### src/rtl/rv32i_seq_ctrl_if.sv
// Memory-side bus of the RV32I control sequencer.
// The master modport is the sequencer; the slave modport is the memory system.
interface rv32i_seq_ctrl_if;
    logic        imem_req;
    logic [31:0] imem_addr;
    logic        imem_ready;
    logic [31:0] imem_rdata;
    logic        dmem_req;
    logic        dmem_we;
    logic        dmem_ready;

    modport master (
        output imem_req,
        output imem_addr,
        input  imem_ready,
        input  imem_rdata,
        output dmem_req,
        output dmem_we,
        input  dmem_ready
    );

    modport slave (
        input  imem_req,
        input  imem_addr,
        output imem_ready,
        output imem_rdata,
        input  dmem_req,
        input  dmem_we,
        output dmem_ready
    );
endinterface

### src/rtl/rv32i_seq_ctrl.sv
// Multi-cycle RV32I control sequencer: FETCH, DECODE, EXEC, MEM, WB.
// Define SEQ_TRAP_EN to add the TRAP state for illegal opcodes.
module rv32i_seq_ctrl #(
    parameter logic [31:0] RESET_PC = 32'h0000_0000,
    parameter logic [31:0] TRAP_VEC = 32'h0000_0010
) (
    input  logic                    clk,
    input  logic                    rst,
    rv32i_seq_ctrl_if.master        bus,
    output logic [31:0]             instr,
    output logic [31:0]             pc,
    input  logic [31:0]             target,
    input  logic                    branch_taken,
    output logic                    rf_we,
    output logic                    retire,
    output logic                    trap
);

    localparam logic [6:0] OP_R      = 7'b0110011;
    localparam logic [6:0] OP_I      = 7'b0010011;
    localparam logic [6:0] OP_LOAD   = 7'b0000011;
    localparam logic [6:0] OP_STORE  = 7'b0100011;
    localparam logic [6:0] OP_BRANCH = 7'b1100011;
    localparam logic [6:0] OP_JAL    = 7'b1101111;
    localparam logic [6:0] OP_JALR   = 7'b1100111;
    localparam logic [6:0] OP_LUI    = 7'b0110111;
    localparam logic [6:0] OP_AUIPC  = 7'b0010111;
    localparam logic [6:0] OP_FENCE  = 7'b0001111;
    localparam logic [6:0] OP_SYSTEM = 7'b1110011;

    localparam logic [31:0] NOP_WORD = 32'h0000_0013;

`ifdef SEQ_TRAP_EN
    typedef enum logic [2:0] {
        ST_FETCH,
        ST_DECODE,
        ST_EXEC,
        ST_MEM,
        ST_WB,
        ST_TRAP
    } state_t;
`else
    typedef enum logic [2:0] {
        ST_FETCH,
        ST_DECODE,
        ST_EXEC,
        ST_MEM,
        ST_WB
    } state_t;
`endif

    state_t      state;
    logic        fetch_req;
    logic        data_req;
    logic        data_we;

    logic [6:0]  opcode;
    logic        is_load;
    logic        is_store;
    logic        is_branch;
    logic        is_jump;
    logic        is_wr;
    logic        is_legal;
    logic        is_mem;
    logic        wb_we;

    logic [31:0] pc_seq;
    logic [31:0] pc_jump;
    logic [31:0] pc_next;

    assign bus.imem_req  = fetch_req;
    assign bus.imem_addr = pc;
    assign bus.dmem_req  = data_req;
    assign bus.dmem_we   = data_we;

    // Classify the latched instruction by its major opcode.
    always_comb begin
        opcode    = instr[6:0];
        is_load   = 1'b0;
        is_store  = 1'b0;
        is_branch = 1'b0;
        is_jump   = 1'b0;
        is_wr     = 1'b0;
        is_legal  = 1'b0;
        case (opcode)
            OP_R, OP_I, OP_LUI, OP_AUIPC: begin
                is_wr    = 1'b1;
                is_legal = 1'b1;
            end
            OP_LOAD: begin
                is_load  = 1'b1;
                is_wr    = 1'b1;
                is_legal = 1'b1;
            end
            OP_STORE: begin
                is_store = 1'b1;
                is_legal = 1'b1;
            end
            OP_BRANCH: begin
                is_branch = 1'b1;
                is_legal  = 1'b1;
            end
            OP_JAL, OP_JALR: begin
                is_jump  = 1'b1;
                is_wr    = 1'b1;
                is_legal = 1'b1;
            end
            OP_FENCE, OP_SYSTEM: begin
                is_legal = 1'b1;
            end
            default: begin
                is_legal = 1'b0;
            end
        endcase
    end

    assign is_mem = is_load | is_store;
    assign wb_we  = is_wr & (instr[11:7] != 5'd0);

    // Next PC: word-aligned target for jumps and taken branches, else pc+4.
    always_comb begin
        pc_seq  = pc + 32'd4;
        pc_jump = {target[31:2], 2'b00};
        pc_next = pc_seq;
        if (is_jump || (is_branch && branch_taken)) begin
            pc_next = pc_jump;
        end
    end

`ifdef SEQ_TRAP_EN
    logic trap_pulse;
    assign trap = trap_pulse;
`else
    assign trap = 1'b0;
    logic unused_cfg;
    assign unused_cfg = &{1'b0, TRAP_VEC, is_legal};
`endif

    logic unused_tgt;
    assign unused_tgt = &{1'b0, target[1:0]};

    // Sequencer: state plus registered, state-decoded strobes and PC.
    always_ff @(posedge clk) begin
        if (rst) begin
            state     <= ST_FETCH;
            pc        <= RESET_PC;
            instr     <= NOP_WORD;
            fetch_req <= 1'b0;
            data_req  <= 1'b0;
            data_we   <= 1'b0;
            rf_we     <= 1'b0;
            retire    <= 1'b0;
`ifdef SEQ_TRAP_EN
            trap_pulse <= 1'b0;
`endif
        end else begin
            case (state)
                ST_FETCH: begin
                    if (fetch_req && bus.imem_ready) begin
                        instr     <= bus.imem_rdata;
                        fetch_req <= 1'b0;
                        state     <= ST_DECODE;
                    end else begin
                        fetch_req <= 1'b1;
                    end
                end
                ST_DECODE: begin
                    state <= ST_EXEC;
                end
                ST_EXEC: begin
                    if (is_mem) begin
                        data_req <= 1'b1;
                        data_we  <= is_store;
                        state    <= ST_MEM;
`ifdef SEQ_TRAP_EN
                    end else if (!is_legal) begin
                        trap_pulse <= 1'b1;
                        state      <= ST_TRAP;
`endif
                    end else begin
                        retire <= 1'b1;
                        rf_we  <= wb_we;
                        state  <= ST_WB;
                    end
                end
                ST_MEM: begin
                    if (bus.dmem_ready) begin
                        data_req <= 1'b0;
                        data_we  <= 1'b0;
                        retire   <= 1'b1;
                        rf_we    <= wb_we;
                        state    <= ST_WB;
                    end
                end
                ST_WB: begin
                    retire    <= 1'b0;
                    rf_we     <= 1'b0;
                    pc        <= pc_next;
                    fetch_req <= 1'b1;
                    state     <= ST_FETCH;
                end
`ifdef SEQ_TRAP_EN
                ST_TRAP: begin
                    trap_pulse <= 1'b0;
                    pc         <= TRAP_VEC;
                    fetch_req  <= 1'b1;
                    state      <= ST_FETCH;
                end
`endif
                default: begin
                    fetch_req <= 1'b0;
                    data_req  <= 1'b0;
                    data_we   <= 1'b0;
                    rf_we     <= 1'b0;
                    retire    <= 1'b0;
                    state     <= ST_FETCH;
                end
            endcase
        end
    end

endmodule

### src/flat_wrapper.sv
// flat-port wrapper written by rule: the top's interface ports become plain ports
module rv32i_seq_ctrl_flat 
#(
    parameter logic [31:0] RESET_PC = 32'h0000_0000,
    parameter logic [31:0] TRAP_VEC = 32'h0000_0010
)
  (clk, rst, instr, pc, target, branch_taken, rf_we, retire, trap, bus_imem_req, bus_imem_addr, bus_imem_ready, bus_imem_rdata, bus_dmem_req, bus_dmem_we, bus_dmem_ready);
  rv32i_seq_ctrl_if bus_i ();
  input  logic clk;
  input  logic rst;
  output logic [31:0] instr;
  output logic [31:0] pc;
  input  logic [31:0] target;
  input  logic branch_taken;
  output logic rf_we;
  output logic retire;
  output logic trap;
  output wire logic [$bits(bus_i.imem_req)-1:0] bus_imem_req;
  output wire logic [$bits(bus_i.imem_addr)-1:0] bus_imem_addr;
  input wire logic [$bits(bus_i.imem_ready)-1:0] bus_imem_ready;
  input wire logic [$bits(bus_i.imem_rdata)-1:0] bus_imem_rdata;
  output wire logic [$bits(bus_i.dmem_req)-1:0] bus_dmem_req;
  output wire logic [$bits(bus_i.dmem_we)-1:0] bus_dmem_we;
  input wire logic [$bits(bus_i.dmem_ready)-1:0] bus_dmem_ready;
  assign bus_imem_req = bus_i.imem_req;
  assign bus_imem_addr = bus_i.imem_addr;
  assign bus_i.imem_ready = bus_imem_ready;
  assign bus_i.imem_rdata = bus_imem_rdata;
  assign bus_dmem_req = bus_i.dmem_req;
  assign bus_dmem_we = bus_i.dmem_we;
  assign bus_i.dmem_ready = bus_dmem_ready;
  rv32i_seq_ctrl #(.RESET_PC(RESET_PC), .TRAP_VEC(TRAP_VEC)) u_core (.clk(clk), .rst(rst), .bus(bus_i), .instr(instr), .pc(pc), .target(target), .branch_taken(branch_taken), .rf_we(rf_we), .retire(retire), .trap(trap));
endmodule
### config.mk
export PLATFORM = sky130hd
export DESIGN_NAME = rv32i_seq_ctrl_flat
export DESIGN_NICKNAME = d
export VERILOG_FILES = /design/src/rtl/rv32i_seq_ctrl_if.sv /design/src/rtl/rv32i_seq_ctrl.sv /design/src/flat_wrapper.sv
export SDC_FILE = /design/constraint.sdc
export NUM_CORES = 1
export LEC_CHECK = 0
export ABC_AREA = 1
export CAP_MARGIN = 20
export CORE_ASPECT_RATIO = 0.9
export CORE_UTILIZATION = 35
export CTS_BUF_LIST = sky130_fd_sc_hd__clkbuf_4 sky130_fd_sc_hd__clkbuf_8 sky130_fd_sc_hd__clkbuf_16
export CTS_CLUSTER_SIZE = 12
export DETAILED_ROUTE_END_ITERATION = 16
export HOLD_SLACK_MARGIN = 0.03
export PLACE_DENSITY_LB_ADDON = 0.25
export SYNTH_ARGS = -nofsm -noshare
export SYNTH_HDL_FRONTEND = slang
export SYNTH_SLANG_ARGS = --single-unit
export TNS_END_PERCENT = 1
### constraint.sdc
create_clock -name clk -period 2 [get_ports clk]
set_clock_uncertainty 0.05 [all_clocks]
set_input_delay 0.3 -clock clk [delete_from_list [all_inputs] [get_ports clk]]
set_output_delay 0.3 -clock clk [all_outputs]
set_load 0.05 [all_outputs]
* Yosys cells after proc, flatten, opt, wreduce, memory -nomap -nowiden
Index checks and enable logic that the tools add are counted.
** Storage, ports and cells
- Bits in writable memories :: 0
- Output and inout port bits :: 102
- Bits in latches :: 0
- Logic and storage cells :: 67
- ROM bits :: 0
- Input port bits :: 69
- Bits in registers :: 72
- Memories :: 0
** Cells by class
- Mux-type cells :: 23
- Bitwise gates (word level) :: 4
- Reduce and logical (&&, ||, !) cells :: 14
- Shift operators :: 0
- Equality and inequality tests :: 17
- Order comparisons :: 0
- Add/subtract/negate cells :: 1
- Multiply operators :: 0
- Divide/modulo/power cells :: 0
** Operator list (count)
- $add 32x3->32 const B :: 1
- $mux 32 :: 1
- $eq 7x6->1 const B :: 3
- $eq 7x7->1 const B :: 3
- $pmux 1 s3 :: 5
- $eq 7x5->1 const B :: 2
- $mux 1 :: 13
- $pmux 3 s4 :: 1
- $mux 3 :: 3
- $eq 7x2->1 const B :: 1
- $reduce_or 7->1 :: 1
- $eq 3x2->1 const B :: 2
- $reduce_and 3->1 :: 2
- $reduce_or 3->1 :: 2
- $reduce_bool 5->1 :: 1
- $ne 2x1->1 const B :: 2
- $ne 2x2->1 const B :: 2
- $reduce_and 2->1 :: 2
- $reduce_or 2->1 :: 2
- $eq 3x1->1 const B :: 1
- $eq 3x3->1 const B :: 1
- $logic_not 3->1 :: 1
- $logic_and 1x1->1 :: 2
- $not 1->1 :: 2
- 3 further kinds :: 3

* Logic depth before layout (Yosys ltp)
Gate-level depths: netlist (run 1).
- Depth after elaboration :: 6
- Depth in mapped cells :: 10
- Mapped depth without buffers :: 10

* Worst setup path before layout (run 1)
Ideal clock, no wire load.
- Kind :: register to register
- Start :: register u_core.pc[3], in the netlist u_core.bus.imem_addr[3]
- End :: register u_core.pc[14], in the netlist u_core.bus.imem_addr[14]
- Data arrival time :: 1.806 ns
- Data required time :: 1.880 ns
- Clock period less this slack :: 1.926 ns
- Path slack :: 0.074 ns
- Library setup time :: 0.070 ns
- Stages on the path, launching flop included :: 10
- Path buffers :: 0
- Cells stage by stage :: dfxtp_1 -> ha_1 -> nand3_1 -> inv_1 -> nand2_1 -> nor2_1 -> inv_1 -> o21ai_1 -> nand3_1 -> a21oi_1
** Between the ends
- Word-level cells in the longest chain between the ends :: 2
** RTL lines
- start, declared :: RTL line rv32i_seq_ctrl.sv:11 : output logic [31:0] pc,
- start signal, assigned :: RTL line rv32i_seq_ctrl.sv:198 : pc <= pc_next;
- $add 32x3->32 :: RTL line rv32i_seq_ctrl.sv:122 : pc_seq = pc + 32'd4;
- $mux 32 :: RTL line rv32i_seq_ctrl.sv:125 : if (is_jump || (is_branch && branch_taken)) begin
Every way passes these cells.
A chain may end at the register's enable or synchronous reset.

* Worst setup path in the final report (run 1)
- Start :: register u_core.pc[10], in the netlist u_core.bus.imem_addr[10]
- End :: output pc[10]
** RTL lines
- end, declared :: RTL line flat_wrapper.sv:12 : output logic [31:0] pc;
No word-level cell between the ends.

==> results of run 1 <==
[repair_timing]
item                                    CTS  global route
endpoints found under the hold margin     0             0
endpoints found under the setup margin    6            21
gates resized for setup                   4            20
[where the power goes]
group | total, uW | switching, uW | internal (uW)
combinational | 1680 | 1110 | 567
clock | 1550 | 649 | 900
sequential | 1690 | 118 | 1570
total | 4910 | 1880 | 3030
[cell usage after synthesis (2+ instances only)]
cell type | instances | area share
inv_2 | 3 | 0.0027
nand3b_1 | 15 | 0.027
nand2_2 | 3 | 0.0045
xnor2_1 | 2 | 0.0042
nand2_1 | 198 | 0.18
clkinv_1 | 3 | 0.0027
a21oi_1 | 42 | 0.050
nor2_2 | 3 | 0.0045
clkbuf_1 | 14 | 0.013
nor2_1 | 102 | 0.092
nand4_1 | 5 | 0.0075
inv_1 | 60 | 0.054
dfxtp_1 | 70 | 0.34
o21ai_0 | 38 | 0.046
nor3_1 | 5 | 0.0060
nand3_1 | 54 | 0.065
buf_4 | 36 | 0.065
o21ai_1 | 5 | 0.0060
buf_2 | 9 | 0.011
[layer usage]
| layer | wire (um) | global-route usage | vias to the layer above |
|---|---|---|---|
| met5 | 0 | 0 | - |
| met4 | 150 | 0.0561 | 0 |
| met3 | 1170 | 0.0817 | 12 |
| met2 | 5950 | 0.361 | 159 |
| met1 | 5000 | 0.227 | 2113 |
| li1 | - | - | 2367 |
[area by class of cell]
cell class	instances	area [um^2]	share of cell area
tap	156	195	0.0324
clock buffer	11	246	0.0409
sequential	70	1400	0.233
clock inverter	5	41.3	0.00685
timing repair buffer	177	1740	0.288
inverter	66	248	0.0411
multi-input combinational	486	2160	0.358
[logic make-up after synthesis]
kind of cell,after synthesis,share of synthesized area
AND/OR/NAND/NOR,389,0.394
buffers and inverters,127,0.150
AO/OA/AOI/OAI,88,0.110
flip-flops,70,0.336
XOR/XNOR,3,0.00630
adder cells (fa/ha/maj),1,0.00300
other,1,0.000899
[cell usage in the layout (no fill, tap or decap)]
| cell | instances |
|---|---|
| nand2_1 | 198 |
| clkdlybuf4s50_1 | 114 |
| nor2_1 | 102 |
| dfxtp_1 | 69 |
| inv_1 | 60 |
| nand3_1 | 54 |
| a21oi_1 | 42 |
| o21ai_0 | 38 |
| buf_4 | 38 |
| dlymetal6s2s_1 | 19 |
| nand3b_1 | 15 |
| clkbuf_16 | 9 |
| nand4_1 | 5 |
| o21ai_1 | 5 |
| nor3_1 | 5 |
| conb_1 | 5 |
| dlygate4sd2_1 | 4 |
| nand2_2 | 3 |
| inv_2 | 3 |
| nor2_2 | 3 |
| clkinv_1 | 3 |
| inv_6 | 3 |
| xnor2_1 | 2 |
| clkinvlp_4 | 2 |
| buf_12 | 2 |
| nand3_2 | 1 |
| nor3_4 | 1 |
| a21boi_4 | 1 |
| xor2_1 | 1 |
| a21o_1 | 1 |
| or2_2 | 1 |
| o211ai_1 | 1 |
| and2_1 | 1 |
| ha_1 | 1 |
| clkbuf_8 | 1 |
| clkbuf_4 | 1 |
| dfxtp_2 | 1 |
[final timing paths]
kind	slack [ns]	start	endpoint
max reg2reg	0.29	u_core.bus.imem_addr[2]	u_core.bus.imem_addr[14]
min	0.41	u_core.retire	u_core.retire
max	0.04	u_core.bus.imem_addr[10]	pc[10]
min reg2reg	0.41	u_core.retire	u_core.retire
[sequential cells by signal, indices dropped and copies added (netlist names)]
signal and flops:
u_core.rf_we 1, u_core.retire 1, u_core.state 3, u_core.bus.dmem_req 1, u_core.bus.imem_req 1, u_core.bus.imem_addr 30, u_core.instr 32, u_core.bus.dmem_we 1
[through the flow]
step                std cells  worst slack, ns  utilization  power [uW]  area [um^2]
CTS                       971         0.000241        0.519        4960         5980
global route              971          0.00448        0.523        5150         6030
detailed placement        955            0.240        0.494        3390         5700
floorplan                 683           0.0740            -        2790         4180
global placement          955            0.292        0.494        3360         5700
finish                    971           0.0392        0.523        4910         6030
==> summary.md, run 1 <==
| Metric | Value |
|---|---|
| Status | `finished clean` |
| Synth cell types | `31` |
| Maximum clock path buffer count | `2` |
| Ratio of cells with drive above 1 in the final layout | `0.0859` |
| Worst skew pair latency | `around 0.34 ns` |
| Worst VDD drop | `0.000596 V` |
| RSZ-0062 raised after global routing | `no` |
| Routed Wire Length | `12,300 um` |
| Synth warn | `0` |
| Worst Path Arrival | `between 1.5 and 2 ns` |
| # diodes | `0` |
| Synthesis-to-finish area growth | `44.7%` |
| Worst reg-to-reg path cell count | `9` |
| Port Buffers | `163` |
| Relative slew slack | `0.646` |
| # rows | `37` |
| Leak | `~0.0029 uW` |
| Startpoint Class | `flip-flop` |
| Layout filler cell count | `~1,200` |
| First-pass GRT wire length | `between 15,000 and 20,000 um` |
| Syn Inst Count | `around 680` |
| Final Hold Vio Count | `0` |
| Initial DRC count | `approximately 230` |
| Number of synthesized flops with an enable pin | `0` |
| Final setup viols | `0` |
| Sequential area share after synthesis | `0.336` |
| Syn Area/Cell | `around 6.1 um^2` |
| Estimated wirelength of the detail-placed design | `between 9000 and 10,000 um` |
| Type of the most critical hold path | `flip-flop to flip-flop` |
| TritonCTS buffer count | `9` |
| Residual DRC count | `0` |
| Post-synthesis register bit count | `70` |
| Vias per cell | `about 4.8` |
| Hold depth | `2` |
| Crit-path cells | `clkdlybuf4s50_1` |
| Largest net degree at the start of global routing | `42` |
| Crit path buf inv count | `1` |
| Nets | `just under 900` |
| Minimum hold slack | `slightly above 0.4 ns` |
| Post-synthesis cell area | `between 0.004 and 0.005 mm^2` |
| Max Freq | `approximately 500 MHz` |
| Remaining antenna violation count | `0` |
| Tcrit/Tclk final | `0.980` |
| Async set-reset flop share out of synthesis | `0` |
| Critical Setup Path Class | `flip-flop to primary output` |
| Die H | `~110 um` |
| Critical Path RT | `1.65 ns` |
| Core area | `between 0.01 and 0.015 mm^2` |
| First-pass DRT Iterations | `4` |
| RD Place Congestion | `0.859` |
| Maxcap violations | `0` |
| Setup crit end kind | `primary output` |
| Largest stage delay, worst path | `approximately 0.84 ns` |
| WP depth | `1` |
| CTS tree | `done` |
| Die width | `around 120 um` |
| Slowest CP cell | `clkdlybuf4s50_1` |
| Initial Util | `0.362` |
| Clk slew on worst S/H paths | `around 0.06 ns` |
| Final min period | `between 1.5 and 2 ns` |
| Setup Buffers After CTS | `0` |
| WL/cell | `12.6 um` |
| Number of global-route vias before repair | `roughly 4,400` |
| Initial antenna violation count | `0` |
| Full die area | `between 0.01 and 0.015 mm^2` |
| Critical path peak fanout | `6` |
| # H-tree levels | `3` |
| Max Slew Vio Count | `0` |
| Via count | `around 4,700` |
| Top Ports | `around 170` |
| Worst-Margin Slew | `approximately 0.53 ns` |
| PD cells | `between 800 and 900 mW/mm^2` |
| GRT Resource Usage Total | `0.205` |
| Root Driver | `clkbuf_16` |
| Synth Flop Type | `dfxtp_1` |
| Post-CTS Hold Buffers | `0` |
| Clk sinks | `70` |
| Final setup TNS | `0 ns` |
| Total grt overflow | `0` |
| CP top delay family | `buffers and inverters` |
Note: power is estimated with default switching activity, not from simulation.
==> inputs of run 2 (changes only) <==
==> constraint.sdc (replaced) <==
create_clock -name clk -period 2.3 [get_ports clk]
set_clock_uncertainty 0.05 [all_clocks]
set_input_delay 0.345 -clock clk [delete_from_list [all_inputs] [get_ports clk]]
set_output_delay 0.345 -clock clk [all_outputs]
set_load 0.05 [all_outputs]
==> summary.md, run 2 (same netlist as run 1, synthesis figures left out) <==
| Metric | Value |
|---|---|
| Status | `finished clean` |
| Final Hold Vio Count | `0 (unchanged)` |
| Estimated wirelength of the detail-placed design | `9360 um (+2.3%)` |
| Worst Hold End | `u_core.bus.dmem_we` |
| Ratio of cells with drive above 1 in the final layout | `0.0481 (-0.0378)` |
| Leak | `0.00243 uW (-15%)` |
| Die width | `117 um (unchanged)` |
| Type of the most critical hold path | `flip-flop to flip-flop` |
| Residual DRC count | `0 (unchanged)` |
| Die H | `106 um (unchanged)` |
| Layout filler cell count | `1,158 (+0.43%)` |
| Top Ports | `171 (unchanged)` |
| Full die area | `0.0124 mm^2 (unchanged)` |
| Remaining antenna violation count | `0 (unchanged)` |
| Leading cell type in the layout, fill and taps excluded | `nand2_1` |
| Worst Path Arrival | `1.72 ns (+0.11 ns)` |
| Reg-to-reg slack, setup | `0.39 ns (+0.10 ns)` |
| Number of global-route vias before repair | `4,448 (+0.27%)` |
| Hold depth | `2 (unchanged)` |
| RR Endpoint | `u_core.bus.imem_addr[14]` |
| Final min period | `around 2.1 ns` |
| Final setup viols | `0 (unchanged)` |
| Root Driver | `clkbuf_16` |
| Via count | `4,688 (+0.80%)` |
| Initial DRC count | `288 (+24%)` |
| Largest net degree at the start of global routing | `37 (-12%)` |
| PostCTS Resize Cnt | `0 (-4)` |
| Worst-Margin Slew | `0.535 ns (+0.00497 ns)` |
| WL/cell | `13.1 um (+3.3%)` |
| Slowest CP cell | `clkdlybuf4s50_1` |
| Max Freq | `473 MHz` |
| Max Slew Vio Count | `0 (unchanged)` |
| Port Buffers | `163 (unchanged)` |
| First-pass DRT Iterations | `4 (unchanged)` |
| Clk slew on worst S/H paths | `0.06 ns (about the same)` |
| Setup Buffers After CTS | `0 (unchanged)` |
| Final setup TNS | `0 ns (unchanged)` |
| Crit-path cells | `clkdlybuf4s50_1` |
| Worst reg-to-reg path cell count | `9 (unchanged)` |
| PD cells | `741 mW/mm^2 (-9.0%)` |
| Startpoint Class | `flip-flop` |
| Reg2Reg Launch Point | `u_core.bus.imem_addr[3]` |
| Max reg flops | `32 (unchanged)` |
| Worst skew pair latency | `0.35 ns (about the same)` |
| Post-CTS Hold Buffers | `0 (unchanged)` |
| Most frequent cells in the layout | `nand2_1, clkdlybuf4s50_1, nor2_1` |
| # H-tree levels | `3 (unchanged)` |
| Routed Wire Length | `12,600 um (+2.9%)` |
| Maxcap violations | `0 (unchanged)` |
| Total grt overflow | `0 (unchanged)` |
| Largest stage delay, worst path | `0.87 ns (+0.03 ns)` |
| Relative slew slack | `0.642 (-0.00332)` |
| RD Place Congestion | `0.869 (+1.1%)` |
| Vias per cell | `4.85 (+1.2%)` |
| Register with the most flip-flops | `u_core.instr` |
| # rows | `37 (unchanged)` |
| GRT Resource Usage Total | `0.211 (+0.00602)` |
| Setup crit end kind | `primary output` |
| Critical path peak fanout | `7 (+1)` |
| Critical Path RT | `1.90 ns (+0.25 ns)` |
| Core area | `0.0115 mm^2 (unchanged)` |
| Synthesis-to-finish area growth | `45.2%` |
| CTS tree | `done` |
| # diodes | `0 (unchanged)` |
| Nets | `876 (-0.45%)` |
| Maximum clock path buffer count | `2 (unchanged)` |
| TritonCTS buffer count | `9 (unchanged)` |
| Clk sinks | `70 (unchanged)` |
| Crit path buf inv count | `1 (unchanged)` |
| Initial Util | `0.362 (unchanged)` |
| Critical Setup Path Class | `flip-flop to primary output` |
| Worst VDD drop | `0.000564 V (-5.3%)` |
| Tcrit/Tclk final | `0.919` |
| CP top delay family | `buffers and inverters` |
| Hold Path Origin | `u_core.bus.dmem_we` |
| Initial antenna violation count | `0 (unchanged)` |
| First-pass GRT wire length | `20,400 um (+2.6%)` |
| RSZ-0062 raised after global routing | `no` |
| Minimum hold slack | `0.417 ns (+0.00191 ns)` |
run 2: cell types whose count changed in the layout (fill, tap and decap cells not counted), moves of 2 or more:
cell | before | now
inv_6 | 3 | 1
buf_4 | 38 | 9
dlymetal6s2s_1 | 19 | 0
clkinv_4 | 0 | 2
dlygate4sd2_1 | 4 | 0
bufinv_16 | 0 | 2
clkdlybuf4s50_1 | 114 | 163
run 2: how the worst max path moves through the flow:
stage | start | end | depth (start not counted) | slack (ns)
after floorplan | u_core.bus.imem_addr[3] | u_core.bus.imem_addr[14] | 9 | 0.37
final | u_core.bus.imem_addr[28] | bus_imem_addr[28] | 1 | 0.19
after global placement | branch_taken | u_core.bus.imem_addr[2] | 6 | 0.40
after global routing | u_core.instr[4] | instr[4] | 1 | 0.15
after detailed placement | branch_taken | u_core.bus.imem_addr[2] | 6 | 0.38
after CTS | u_core.bus.imem_addr[28] | bus_imem_addr[28] | 1 | 0.18
run 2: report_power, final:
group | leakage [uW] | switching [uW] | internal (uW) | total, uW
sequential | 0.000569 | 104 | 1360 | 1470
combinational | 0.00170 | 974 | 493 | 1470
clock | 0.000158 | 589 | 964 | 1550
run 2: layout make-up:
type                            count  area (um^2)  area share
Tap cell                          156          195      0.0323
Clock inverter                      7          105      0.0174
Inverter                           66          248      0.0409
Clock buffer                        9          225      0.0372
Sequential cell                    70         1400       0.232
Timing Repair Buffer              173         1720       0.284
Multi-Input combinational cell    486         2160       0.357
run 2: routing by layer:
metal,part of all wire,track usage
met1,0.41,0.233
met2,0.49,0.366
met3,0.092,0.0863
met4,0.014,0.0678
met5,0,0
run 2: worst register-to-register path, stage by stage, from the launching register on:
cell and delay (ns):
dfxtp_1 0.48, ha_1 0.28, nand3_1 0.21, inv_1 0.14
nand2_1 0.11, nor2_1 0.19, inv_1 0.08, o21ai_1 0.12
nand3_1 0.07, a21oi_1 0.12
run 2: through the flow:
| stage | setup WS [ns] | utilization | area, um^2 | power, uW | cells |
|---|---|---|---|---|---|
| 2_1_floorplan | 0.374 | - | 4180 | 2430 | 683 |
| 3_3_place_gp | 0.398 | 0.496 | 5720 | 2920 | 951 |
| 3_5_place_dp | 0.385 | 0.496 | 5720 | 2950 | 951 |
| 4_1_cts | 0.184 | 0.525 | 6050 | 4510 | 967 |
| 5_1_grt | 0.148 | 0.525 | 6050 | 4690 | 967 |
| 6_report | 0.186 | 0.525 | 6050 | 4490 | 967 |
